File: src/rtl/uart_pkg.sv
// Shared UART definitions: frame FSM states, data width and the parity function
// used by both the transmit framer and the receive path.
package uart_pkg;

   localparam int DATA_BITS = 8;

   typedef enum logic [2:0] {
      IDLE,
      START,
      DATA,
      PARITY,
      STOP
   } uart_state_e;

   function automatic logic uart_parity(input logic [DATA_BITS-1:0] data, input logic odd_sel);
      return odd_sel ? ~^data : ^data;
   endfunction

endpackage

File: src/rtl/uart_baud_cnt.sv
// Bit-time counter: counts 0..CLKS_PER_BIT-1 and flags the last cycle of a bit.
// Zero latency on bit_tick_o; clr_i holds the count at zero, no backpressure.
module uart_baud_cnt #(
   parameter int CLKS_PER_BIT = 16
) (
   input  logic clk,
   input  logic rst,
   input  logic clr_i,
   output logic bit_tick_o
);

   localparam int CW = $clog2(CLKS_PER_BIT);

   logic [CW-1:0] cnt_q;
   logic [CW-1:0] cnt_d;

   assign bit_tick_o = (cnt_q == CW'(CLKS_PER_BIT - 1));

   always_comb begin
      cnt_d = cnt_q + CW'(1);
      if (clr_i || bit_tick_o) begin
         cnt_d = '0;
      end
   end

   always_ff @(posedge clk or posedge rst) begin
      if (rst) begin
         cnt_q <= '0;
      end else begin
         cnt_q <= cnt_d;
      end
   end

endmodule

File: src/rtl/uart_tx_frame.sv
// UART transmit framer: start, 8 data bits LSB-first, optional parity, 1-2 stop bits.
// tx is registered (low on the accepting edge); tx_ready only while idle, no queuing.
module uart_tx_frame import uart_pkg::*; #(
   parameter int CLKS_PER_BIT = 16,
   parameter int PARITY_EN    = 0,
   parameter int PARITY_ODD   = 0,
   parameter int STOP_BITS    = 1
) (
   input  logic       clk,
   input  logic       rst,
   input  logic [7:0] tx_data,
   input  logic       tx_valid,
   output logic       tx_ready,
   output logic       tx,
   output logic       busy,
   output logic       tx_done
);

   uart_state_e          state_q, state_d;
   logic [DATA_BITS-1:0] shift_q, shift_d;
   logic [DATA_BITS-1:0] data_q, data_d;
   logic [2:0]           bit_idx_q, bit_idx_d;
   logic                 stop_idx_q, stop_idx_d;
   logic                 tx_q, tx_d;
   logic                 done_q, done_d;
   logic                 bit_tick;
   logic                 accept;

   uart_baud_cnt #(
      .CLKS_PER_BIT(CLKS_PER_BIT)
   ) u_baud_cnt (
      .clk       (clk),
      .rst       (rst),
      .clr_i     (state_q == IDLE),
      .bit_tick_o(bit_tick)
   );

   assign tx_ready = (state_q == IDLE);
   assign busy     = !tx_ready;
   assign tx       = tx_q;
   assign tx_done  = done_q;
   assign accept   = tx_valid && tx_ready;

   always_comb begin
      state_d    = state_q;
      shift_d    = shift_q;
      data_d     = data_q;
      bit_idx_d  = bit_idx_q;
      stop_idx_d = stop_idx_q;
      done_d     = 1'b0;

      case (state_q)
         IDLE: begin
            if (accept) begin
               state_d    = START;
               shift_d    = tx_data;
               data_d     = tx_data;
               bit_idx_d  = '0;
               stop_idx_d = 1'b0;
            end
         end
         START: begin
            if (bit_tick) begin
               state_d = DATA;
            end
         end
         DATA: begin
            if (bit_tick) begin
               if (bit_idx_q == 3'(DATA_BITS - 1)) begin
                  state_d = (PARITY_EN != 0) ? PARITY : STOP;
               end else begin
                  bit_idx_d = bit_idx_q + 3'd1;
                  shift_d   = shift_q >> 1;
               end
            end
         end
         PARITY: begin
            if (bit_tick) begin
               state_d = STOP;
            end
         end
         STOP: begin
            if (bit_tick) begin
               if (stop_idx_q == 1'(STOP_BITS - 1)) begin
                  state_d = IDLE;
                  done_d  = 1'b1;
               end else begin
                  stop_idx_d = 1'b1;
               end
            end
         end
         default: begin
            state_d = IDLE;
         end
      endcase

      // Line level follows the state being entered so tx is a clean register.
      case (state_d)
         START:   tx_d = 1'b0;
         DATA:    tx_d = shift_d[0];
         PARITY:  tx_d = uart_parity(data_q, PARITY_ODD != 0);
         default: tx_d = 1'b1;
      endcase
   end

   always_ff @(posedge clk or posedge rst) begin
      if (rst) begin
         state_q    <= IDLE;
         shift_q    <= '0;
         data_q     <= '0;
         bit_idx_q  <= '0;
         stop_idx_q <= 1'b0;
         tx_q       <= 1'b1;
         done_q     <= 1'b0;
      end else begin
         state_q    <= state_d;
         shift_q    <= shift_d;
         data_q     <= data_d;
         bit_idx_q  <= bit_idx_d;
         stop_idx_q <= stop_idx_d;
         tx_q       <= tx_d;
         done_q     <= done_d;
      end
   end

endmodule

File: config.mk
export PLATFORM = sky130hd
export DESIGN_NAME = uart_tx_frame
export DESIGN_NICKNAME = d
export VERILOG_FILES = /design/src/rtl/uart_pkg.sv /design/src/rtl/uart_baud_cnt.sv /design/src/rtl/uart_tx_frame.sv
export SDC_FILE = /design/constraint.sdc
export NUM_CORES = 1
export LEC_CHECK = 0
export CORE_UTILIZATION = 45
export CTS_BUF_LIST = sky130_fd_sc_hd__clkbuf_4
export DETAILED_ROUTE_END_ITERATION = 12
export PLACE_DENSITY = 0.69
export SLEW_MARGIN = 20
export SYNTH_ARGS = -nofsm -noshare
export SYNTH_HDL_FRONTEND = slang
export SYNTH_HIERARCHICAL = 1
export SYNTH_SLANG_ARGS = --single-unit
export TNS_END_PERCENT = 100
File: constraint.sdc
create_clock -name clk -period 1.7 [get_ports clk]
set_clock_uncertainty 0.15 [all_clocks]
set_input_delay 0.425 -clock clk [delete_from_list [all_inputs] [get_ports clk]]
set_output_delay 0.425 -clock clk [all_outputs]
set_load 0.1 [all_outputs]
==> flow_summary.ini, run 1 <==
[timing]
timing.max_slew.rel_slack_pct = 73.84
fin_ws_ns = -0.2950
unrepaired_setup_endpoints_after_global_routing = true
period_minus_slack_ns = 1.995
slew_viol_final = 0
setup_violations_final = 22
timing_hold_violations_final = 0
max_slew.worst_pin.slew_ns = 0.3917
final.period_utilization_pct = 117.4
fmaxAchievable_ghz = 0.5012
worst_hold_slack_ns = 0.1464

[finish]
antenna_cells_inserted = 0
area.sequential_um2 = 701.9
layout-drive-gt1-share_pct = 42.69
nets = 186
multi_input_comb_area_um2 = 653.1
synthToLayoutAreaGrowth_pct = 46.98
layout.filler_cells = 210
instances_no_fill = 202
final_core_utilization_pct = 69.15

[global_routing]
grt_max_degree = 16
overflow_after_grt = 0
gr-usage-all-layers_pct = 18.70
wire_length_of_the_first_global_routing_pass_um = 4547
vias_in_the_first_global_route = 1113
grt_antenna_before_repair = 0

[logic_synthesis]
synthCells = 126
ys_seq_elements = 28
synthDominantCellAreaShare_pct = 52.53
synth_edf_count = 0
netlist_top_cells_area = dfrtp_1 53%, nand2_1 13%, xnor2_1 4.8%, ha_1 2.9%, nand3_1 2.3%
synthesis.nets = 140
avgSynthCellArea_um2 = 10.21
yosys.cell_count.top_type = nand2_1
synth_top_flop_cell = dfrtp_1
syn-cell-area_um2 = 1286
asyncSetResetFlopFracSynth_pct = 100.0
synth_top_cells_by_count = 44 x nand2_1, 27 x dfrtp_1, 7 x xnor2_1, 6 x nand3_1, 4 x nor2_1
yosys.area.top_type = dfrtp_1
synth_cell_type_count = 36
synth.yosys.seq_area_share_pct = 54.57
ys.warnings.count = 6

[placement]
port_buffers = 14
place_inst = 191
hpwl_um = 1913
finalWeightedCongestion = 0.8463

[floorplan]
initial_utilization_pct = 47.05
fp-row-count = 19
io-pin-count = 15
die_w_um = 55.47
placeableCoreArea_um2 = 2734
die_area_um2 = 3076
floorplan.die.height_um = 55.47

[detailed_routing]
drt_pass_1_iters = 4
detail_route.iter0.violations = 15
vias_per_cell = 5.149
post-route-drc-count = 0
routed-via-count = 1040
detail_route.wirelength_um = 2609
post_drt_wl_per_cell_um = 12.92
postRouteAntennaNets = 0

[clocking]
worst_setup_hold_path_clk_slew_ns = 0.14
cts_tree = built
cts_root_buffer = clkbuf_4
tritoncts.num_buffers = 3
clk_latency_ns = 0.32
clock_tree.htree_level_count = 1
clockBufferDepth = 2
cts_sinks = 28

[run_status]
violations_in_the_final_reports = negative setup slack
outcome = complete, but fails checks

[critical_path]
crit_path_cell_trace = or3_4 -> inv_12 -> buf_12
cpLargestDelayFamily = simple AND/OR/NAND/NOR gates
worst_path_max_delay_cell = or3_4
setup.worst_path.class = register to primary output
critical-path-max-stage-delay_ns = 0.45
worst_setup_path_end_kind = primary output
start_kind = register
critical_path_arrival_ns = 1.42
worstPathMaxFanout = 2
r2r_setup_slack_ns = -0.28
worst-endpoint-required_ns = 1.12
cp_num_buf_inv = 2

[power_and_ir_drop]
ir_worst_vdd_mv = 1.359
pwr_density_cell_nw_per_um2 = 1666
p_leak_nw = 0.9526
post-layout-total-power_w = 0.003150

[worst_hold_path]
hold_path_class = input pin to asynchronous set/reset pin

[flow_run]
max-cap-violations = 0
-- per-stage QoR --
stage | area (µm²) | setup WS (ns) | setup TNS [ns]
floorplan | 1341 | -0.1274 | -1.156
global placement | 1712 | -0.2375 | -2.332
detailed placement | 1712 | -0.2822 | -2.464
CTS | 1834 | -0.3082 | -1.760
global route | 1891 | -0.3426 | -4.362
finish | 1891 | -0.2950 | -2.831
-- metal layers --
metal	GRT usage, %	vias up	share of wire [%]
met5	0	-	0
met4	8.571	0	1.4
met3	2.342	4	3.4
met2	33.05	18	54
met1	22.64	505	41
li1	-	513	-
-- kinds of logic after synthesis --
| family | Yosys count | share of synthesized area, % |
|---|---|---|
| AO/OA/AOI/OAI | 14 | 8.657 |
| XOR/XNOR | 8 | 5.448 |
| adder cells (fa/ha/maj) | 3 | 2.919 |
| buffers and inverters | 8 | 3.209 |
| flip-flops | 28 | 54.57 |
| multiplexers | 1 | 0.8754 |
| AND/OR/NAND/NOR | 64 | 24.32 |
-- what timing repair did --
action,4_1_cts,5_1_grt
resized for setup,19,10
endpoints found under the setup margin,14,17
setup buffers,4,3
gates cloned,0,0
hold buffers,0,0
pin swaps,21,2
-- final timing paths --
kind	startpoint	to	depth (start not counted)
setup / recovery	state_q[0]$_DFF_PP0_	tx_ready	3
max in group asynchronous	rst	tx$_DFF_PP1_	3
hold reg to reg	shift_q[2]$_DFFE_PP0P_	shift_q[1]$_DFFE_PP0P_	2
hold / removal	rst	u_baud_cnt/cnt_q[2]$_DFF_PP0_	2
setup reg to reg	state_q[0]$_DFF_PP0_	tx$_DFF_PP1_	8
min in group clk	shift_q[2]$_DFFE_PP0P_	shift_q[1]$_DFFE_PP0P_	2
-- state kept, by name, summed over array words and instances (netlist names) --
signal,flops
shift_q,8
data_q,8
state_q,3
tx_done,1
u_baud_cnt/cnt_q,4
tx,1
bit_idx_q,3
-- layout by cell type, fill, tap and decap left out, types with 2 or more instances in the layout --
master           Yosys  layout
a21o_1               2       2
buf_12               0       4
buf_4                0      24
buf_6                1       6
clkbuf_4             0       3
clkdlybuf4s50_1      0      10
dfrtp_1             27      27
ha_2                 0       2
inv_1                3       3
nand2_1             44      33
nand2_2              0       9
nand2_4              0       2
nand3_2              0       5
nor2_1               4       4
o21ai_2              0       2
xnor2_1              7       7
-- power breakdown --
group / leakage (nW) / internal, W / switching, W
Sequential: 0.351 / 0.000946 / 0.000199
Combinational: 0.586 / 0.000881 / 0.000853
Clock: 0.0154 / 0.0000861 / 0.000184
-- worst register-to-register path: stages (launching register included) --
cell	delay, ns
dfrtp_1	0.41
buf_4	0.13
buf_4	0.14
buf_6	0.11
nor4b_2	0.24
buf_4	0.17
a21oi_4	0.05
a2111oi_2	0.41
o2bb2ai_1	0.10
-- layout make-up --
class | count | share of cell area, %
sequential | 28 | 37.13
tap | 31 | 2.052
inverter | 4 | 1.456
multi-input combinational | 90 | 34.55
timing repair buffer | 45 | 23.43
clock inverter | 1 | 0.1985
clock buffer | 3 | 1.191
Note: power is estimated with default switching activity, not from simulation.
==> run 2: changes to the inputs <==
--- a/config.mk
+++ b/config.mk
@@ -5,10 +5,13 @@
 export SDC_FILE = /design/constraint.sdc
 export NUM_CORES = 1
 export LEC_CHECK = 0
-export CORE_UTILIZATION = 45
+export CELL_PAD_IN_SITES_DETAIL_PLACEMENT = 2
+export CELL_PAD_IN_SITES_GLOBAL_PLACEMENT = 2
+export CORE_UTILIZATION = 36
 export CTS_BUF_LIST = sky130_fd_sc_hd__clkbuf_4
 export DETAILED_ROUTE_END_ITERATION = 12
-export PLACE_DENSITY = 0.69
+export PLACE_DENSITY_LB_ADDON = 0.1
+export RECOVER_POWER = 100
 export SLEW_MARGIN = 20
 export SYNTH_ARGS = -nofsm -noshare
 export SYNTH_HDL_FRONTEND = slang
==> constraint.sdc (replaced) <==
create_clock -name clk -period 2.25 [get_ports clk]
set_clock_uncertainty 0.15 [all_clocks]
set_input_delay 0.5625 -clock clk [delete_from_list [all_inputs] [get_ports clk]]
set_output_delay 0.5625 -clock clk [all_outputs]
set_load 0.1 [all_outputs]
==> flow_summary.ini, run 2 (same netlist as run 1, synthesis figures left out) <==
[critical_path]
timing.rr.start = bit_idx_q[0]$_DFFE_PP0P_
worst-endpoint-required_ns = 1.54
cpLargestDelayFamily = flip-flops
cp_num_buf_inv = 2
r2r_setup_slack_ns = 0.18
reg_to_reg_critical_path_endpoint = tx$_DFF_PP1_
crit_path_cell_trace = or3_4 -> inv_4 -> buf_12
worst-r2r-cell-count = 6
timing.critical_path.from = state_q[1]$_DFF_PP0_
worstPathMaxFanout = 6
worst_setup_path_end_kind = primary output
critical_path_arrival_ns = 1.46
critical-path-max-stage-delay_ns = 0.44
setup.worst_path.class = register to primary output
worst_path_max_delay_cell = dfrtp_2
start_kind = register

[timing]
fmaxAchievable_ghz = 0.4594
unrepaired_setup_endpoints_after_global_routing = false
worst_hold_slack_ns = 0.3572
timing.max_slew.rel_slack_pct = 58.88
slew_viol_final = 0
timing_hold_violations_final = 0
setup_violations_final = 0
max_slew.worst_pin.slew_ns = 0.6168
total_negative_setup_slacks_ns = 0
final.period_utilization_pct = 96.74
period_minus_slack_ns = 2.177

[finish]
layout-drive-gt1-share_pct = 19.46
most-common-layout-cells = 44 x nand2_1, 24 x dfrtp_1, 9 x clkdlybuf4s50_1
final_common_cell = nand2_1
synthToLayoutAreaGrowth_pct = 24.22
layout.cell_area.non_filler_um2 = 1598
antenna_cells_inserted = 0
layout_top_registers = data_q: 8 flops, shift_q: 8 flops, u_baud_cnt/cnt_q: 4 flops
nets = 164

[detailed_routing]
drt_pass_1_iters = 4
vias_per_cell = 5.026
post-route-drc-count = 0
postRouteAntennaNets = 0
post_drt_wl_per_cell_um = 16.31
detail_route.iter0.violations = 34
detail_route.wirelength_um = 3180
routed-via-count = 980

[clocking]
cts_sinks = 28
worst_setup_hold_path_clk_slew_ns = 0.16
clk_latency_ns = 0.34
cts_tree = built
tritoncts.num_buffers = 3
clockBufferDepth = 2
cts_root_buffer = clkbuf_4
clock_tree.htree_level_count = 1

[global_routing]
gr-usage-all-layers_pct = 19.30
grt_max_degree = 25
wire_length_of_the_first_global_routing_pass_um = 5126
vias_in_the_first_global_route = 1055
overflow_after_grt = 0
grt_antenna_before_repair = 0

[worst_hold_path]
endpoint_of_the_worst_hold_timing_path = shift_q[7]$_DFFE_PP0P_
hold_path_class = register to register
hold_path.startpoint = shift_q[7]$_DFFE_PP0P_
holdPathStages = 2

[placement]
placedInstanceArea_um2 = 1523
finalWeightedCongestion = 0.7454
port_buffers = 14
hpwl_um = 2285

[power_and_ir_drop]
p_leak_nw = 0.7648
power_switching_share_pct = 39.98
ir_worst_vdd_mv = 0.5249
pwr_density_cell_nw_per_um2 = 1410
net-switching-power_w = 0.0009005
power.clock.fraction_pct = 15.1
p_seq_share_pct = 38.0
internal_power_w = 0.001352
combPwrFrac_pct = 46.9

[floorplan]
io-pin-count = 15
floorplan.die.height_um = 61.78
die_w_um = 61.78
die_area_um2 = 3816
initial_utilization_pct = 37.95
fp-row-count = 21
placeableCoreArea_um2 = 3390

[run_status]
outcome = finished clean

[flow_run]
max-cap-violations = 0
## run 2: cell count changes in the layout (fill, tap and decap cells not counted), moves of 5 or more
cell	before	now
buf_4	24	6
nand2_2	9	0
nand2_1	33	44
buf_6	6	1
nand3_2	5	0
nand3_1	1	6
## run 2: power groups by stage
stage | clock network, W | registers (W) | logic [W]
2_1_floorplan | 0 | 0.000902 | 0.000700
3_3_place_gp | 0 | 0.000881 | 0.000974
3_5_place_dp | 0 | 0.000897 | 0.00102
4_1_cts | 0.000352 | 0.000861 | 0.00109
5_1_grt | 0.000370 | 0.000881 | 0.00116
6_report | 0.000340 | 0.000855 | 0.00106
## run 2: tightest hold or removal path, delay by kind of cell (launching register included)
family / cells / cell delay [ns]
flops: 1 / 0.38
simple gates: 2 / 0.11
## run 2: layout make-up
class                   instances  area, µm²
well taps                      46      57.56
fillers                       363       1792
repair buffers                 23      217.7
clock buffers                   3      22.52
clock inverters                 1      30.03
flip-flops and latches         28      705.7
multi-input cells              90      546.8
inverters                       4      17.52
## run 2: worst max path at each step
| stage | slack, ns | cells after the start | endpoint |
|---|---|---|---|
| finish | 0.07 | 3 | tx_ready |
| global route | 0.008 | 3 | tx_ready |
| CTS | 0.01 | 3 | tx_ready |
| detailed placement | -0.02 | 6 | tx$_DFF_PP1_ |
| global placement | 0.09 | 6 | tx$_DFF_PP1_ |
| floorplan | 0.24 | 2 | tx_ready |
## run 2: timing repair
action	CTS	global route
gates resized for setup	2	2
setup buffers	2	3
hold endpoints to repair	0	0
hold buffers	0	0
endpoints found under the setup margin	1	1
## run 2: layer usage
metal	track usage, %	up-vias	part of all wire, %
met5	0	-	0
met2	35.02	12	54
li1	-	466	-
met4	5.714	0	0.69
met3	3.106	4	2.2
met1	23.52	498	43
## run 2: metrics by stage
| step | setup slack [ns] | power [W] | utilization, % | std cells |
|---|---|---|---|---|
| 5_1_grt | 0.007698 | 0.002408 | 47.14 | 195 |
| 6_report | 0.07328 | 0.002252 | 47.14 | 195 |
| 3_3_place_gp | 0.09386 | 0.001855 | 44.92 | 186 |
| 4_1_cts | 0.01447 | 0.002299 | 46.99 | 192 |
| 3_5_place_dp | -0.01591 | 0.001922 | 44.92 | 186 |
| 2_1_floorplan | 0.2440 | 0.001602 | - | 126 |
==> run 3: changes to the inputs <==
--- a/config.mk
+++ b/config.mk
@@ -5,6 +5,7 @@
 export SDC_FILE = /design/constraint.sdc
 export NUM_CORES = 1
 export LEC_CHECK = 0
+export ABC_CLOCK_PERIOD_IN_PS = 2250
 export CELL_PAD_IN_SITES_DETAIL_PLACEMENT = 2
 export CELL_PAD_IN_SITES_GLOBAL_PLACEMENT = 2
 export CORE_UTILIZATION = 36
@@ -12,6 +13,7 @@
 export DETAILED_ROUTE_END_ITERATION = 12
 export PLACE_DENSITY_LB_ADDON = 0.1
 export RECOVER_POWER = 100
+export SETUP_SLACK_MARGIN = 0.05
 export SLEW_MARGIN = 20
 export SYNTH_ARGS = -nofsm -noshare
 export SYNTH_HDL_FRONTEND = slang
==> flow_summary.ini, run 3 (same netlist as run 1, synthesis figures left out) <==
[timing]
max_slew.worst_pin.slew_ns = 0.6141
setup_violations_final = 0
fmaxAchievable_ghz = 0.4629
final.period_utilization_pct = 96.02
period_minus_slack_ns = 2.160
fin_ws_ns = 0.08951
timing.max_slew.rel_slack_pct = 59.06
slew_viol_final = 0
timing_hold_violations_final = 0
unrepaired_setup_endpoints_after_global_routing = true

[floorplan]
floorplan.die.height_um = 61.78
initial_utilization_pct = 37.95
die_area_um2 = 3816
io-pin-count = 15
die_w_um = 61.78
fp-row-count = 21
placeableCoreArea_um2 = 3390

[finish]
most-common-layout-cells = 44 x nand2_1, 24 x dfrtp_1, 9 x clkdlybuf4s50_1
layout_top_registers = data_q: 8 flops, shift_q: 8 flops, u_baud_cnt/cnt_q: 4 flops
instances_no_fill = 195
synthToLayoutAreaGrowth_pct = 23.54
antenna_cells_inserted = 0
nets = 164
layout-drive-gt1-share_pct = 18.79
final_common_cell = nand2_1

[detailed_routing]
vias_per_cell = 4.949
detail_route.wirelength_um = 3184
routed-via-count = 965
post-route-drc-count = 0
drt_pass_1_iters = 4
post_drt_wl_per_cell_um = 16.33
detail_route.iter0.violations = 33
postRouteAntennaNets = 0

[placement]
finalWeightedCongestion = 0.7454
port_buffers = 14
place_ws_ns = -0.01591
place_inst = 186
hpwl_um = 2285

[critical_path]
worstPathMaxFanout = 3
worst_setup_path_end_kind = primary output
timing.rr.start = bit_idx_q[0]$_DFFE_PP0P_
critical_path_arrival_ns = 1.45
worst-endpoint-required_ns = 1.54
setup.worst_path.class = register to primary output
start_kind = register
timing.critical_path.from = state_q[0]$_DFF_PP0_
cp_num_buf_inv = 2
cpLargestDelayFamily = flip-flops
worst_path_max_delay_cell = dfrtp_2
crit_path_cell_trace = or3_4 -> inv_6 -> buf_8
critical-path-max-stage-delay_ns = 0.44

[worst_hold_path]
hold_path.startpoint = shift_q[7]$_DFFE_PP0P_
hold_path_class = register to register

[clocking]
worst_setup_hold_path_clk_slew_ns = 0.16
cts_root_buffer = clkbuf_4
post_cts_hold_buffer_count = 0
cts_sinks = 28
clockBufferDepth = 2
cts_tree = built
clk_latency_ns = 0.34
clock_tree.htree_level_count = 1
tritoncts.num_buffers = 3

[global_routing]
vias_in_the_first_global_route = 1068
gr-usage-all-layers_pct = 19.39
overflow_after_grt = 0
grt_antenna_before_repair = 0
grt_max_degree = 25
wire_length_of_the_first_global_routing_pass_um = 5119

[flow_run]
max-cap-violations = 0

[power_and_ir_drop]
ir_worst_vdd_mv = 0.5221
post-layout-total-power_w = 0.002247
p_leak_nw = 0.7651
pwr_density_cell_nw_per_um2 = 1414

[run_status]
outcome = finished clean
==> run 3: cell counts in the layout (fill, tap and decap cells not counted) <==
No cell type changed its count.
==> run 3: area by class of cell <==
| cell class | instances | area (µm²) |
|---|---|---|
| timing repair buffer | 23 | 209.0 |
| fill | 362 | 1800 |
| tap | 46 | 57.56 |
| clock inverter | 1 | 30.03 |
| multi-input combinational | 90 | 544.3 |
| inverter | 4 | 20.02 |
| sequential | 28 | 705.7 |
| clock buffer | 3 | 22.52 |
==> run 3: final timing paths <==
| check | to | cells past startpoint | slack, ns |
|---|---|---|---|
| worst max register to register | tx$_DFF_PP1_ | 6 | 0.19 |
| worst max-delay path | tx_ready | 3 | 0.09 |
| max in group asynchronous | state_q[2]$_DFF_PP0_ | 3 | 0.83 |
| worst min register to register | shift_q[6]$_DFFE_PP0P_ | 2 | 0.35 |
| min in group asynchronous | u_baud_cnt/cnt_q[1]$_DFF_PP0_ | 2 | 0.39 |
| worst min-delay path | shift_q[6]$_DFFE_PP0P_ | 2 | 0.35 |
==> run 3: what timing repair did <==
action / in CTS / in global routing
setup buffers: 3 / 2
setup endpoints to repair: 2 / 2
resized for setup: 4 / 1
pin swaps: 0 / 1
==> run 3: where the power goes <==
part	internal, W	switching [W]	total [W]
clock network	0.000180	0.000156	0.000337
registers	0.000715	0.000140	0.000855
logic	0.000451	0.000604	0.00106
total	0.00135	0.000901	0.00225
==> run 3: worst reg2reg max path, cell delays in order (launching register included) <==
cell and delay, ns:
dfrtp_1 0.43, ha_1 0.22, ha_1 0.22, nor4b_4 0.26, a21oi_1 0.17, a2111oi_2 0.42, o2bb2ai_1 0.14
==> run 3: layer usage <==
metal  track usage, %  share of wire [%]  vias up
li1                 -                  -      467
met1            23.39                 45      486
met2            35.02                 53       10
met3            3.106                1.5        2
met4            6.667               0.41        0
met5                0                  0        -
==> run 3: per-stage QoR <==
step | hold WS, ns | util, % | cell area (µm²) | setup TNS, ns
after global placement | 0.3206 | 44.92 | 1523 | 0
final | 0.3496 | 46.88 | 1589 | 0
after detailed placement | 0.3301 | 44.92 | 1523 | -0.01591
after floorplan | 0.1786 | - | 1294 | 0
after CTS | 0.2476 | 47.32 | 1604 | 0
after global routing | 0.3784 | 46.88 | 1589 | 0
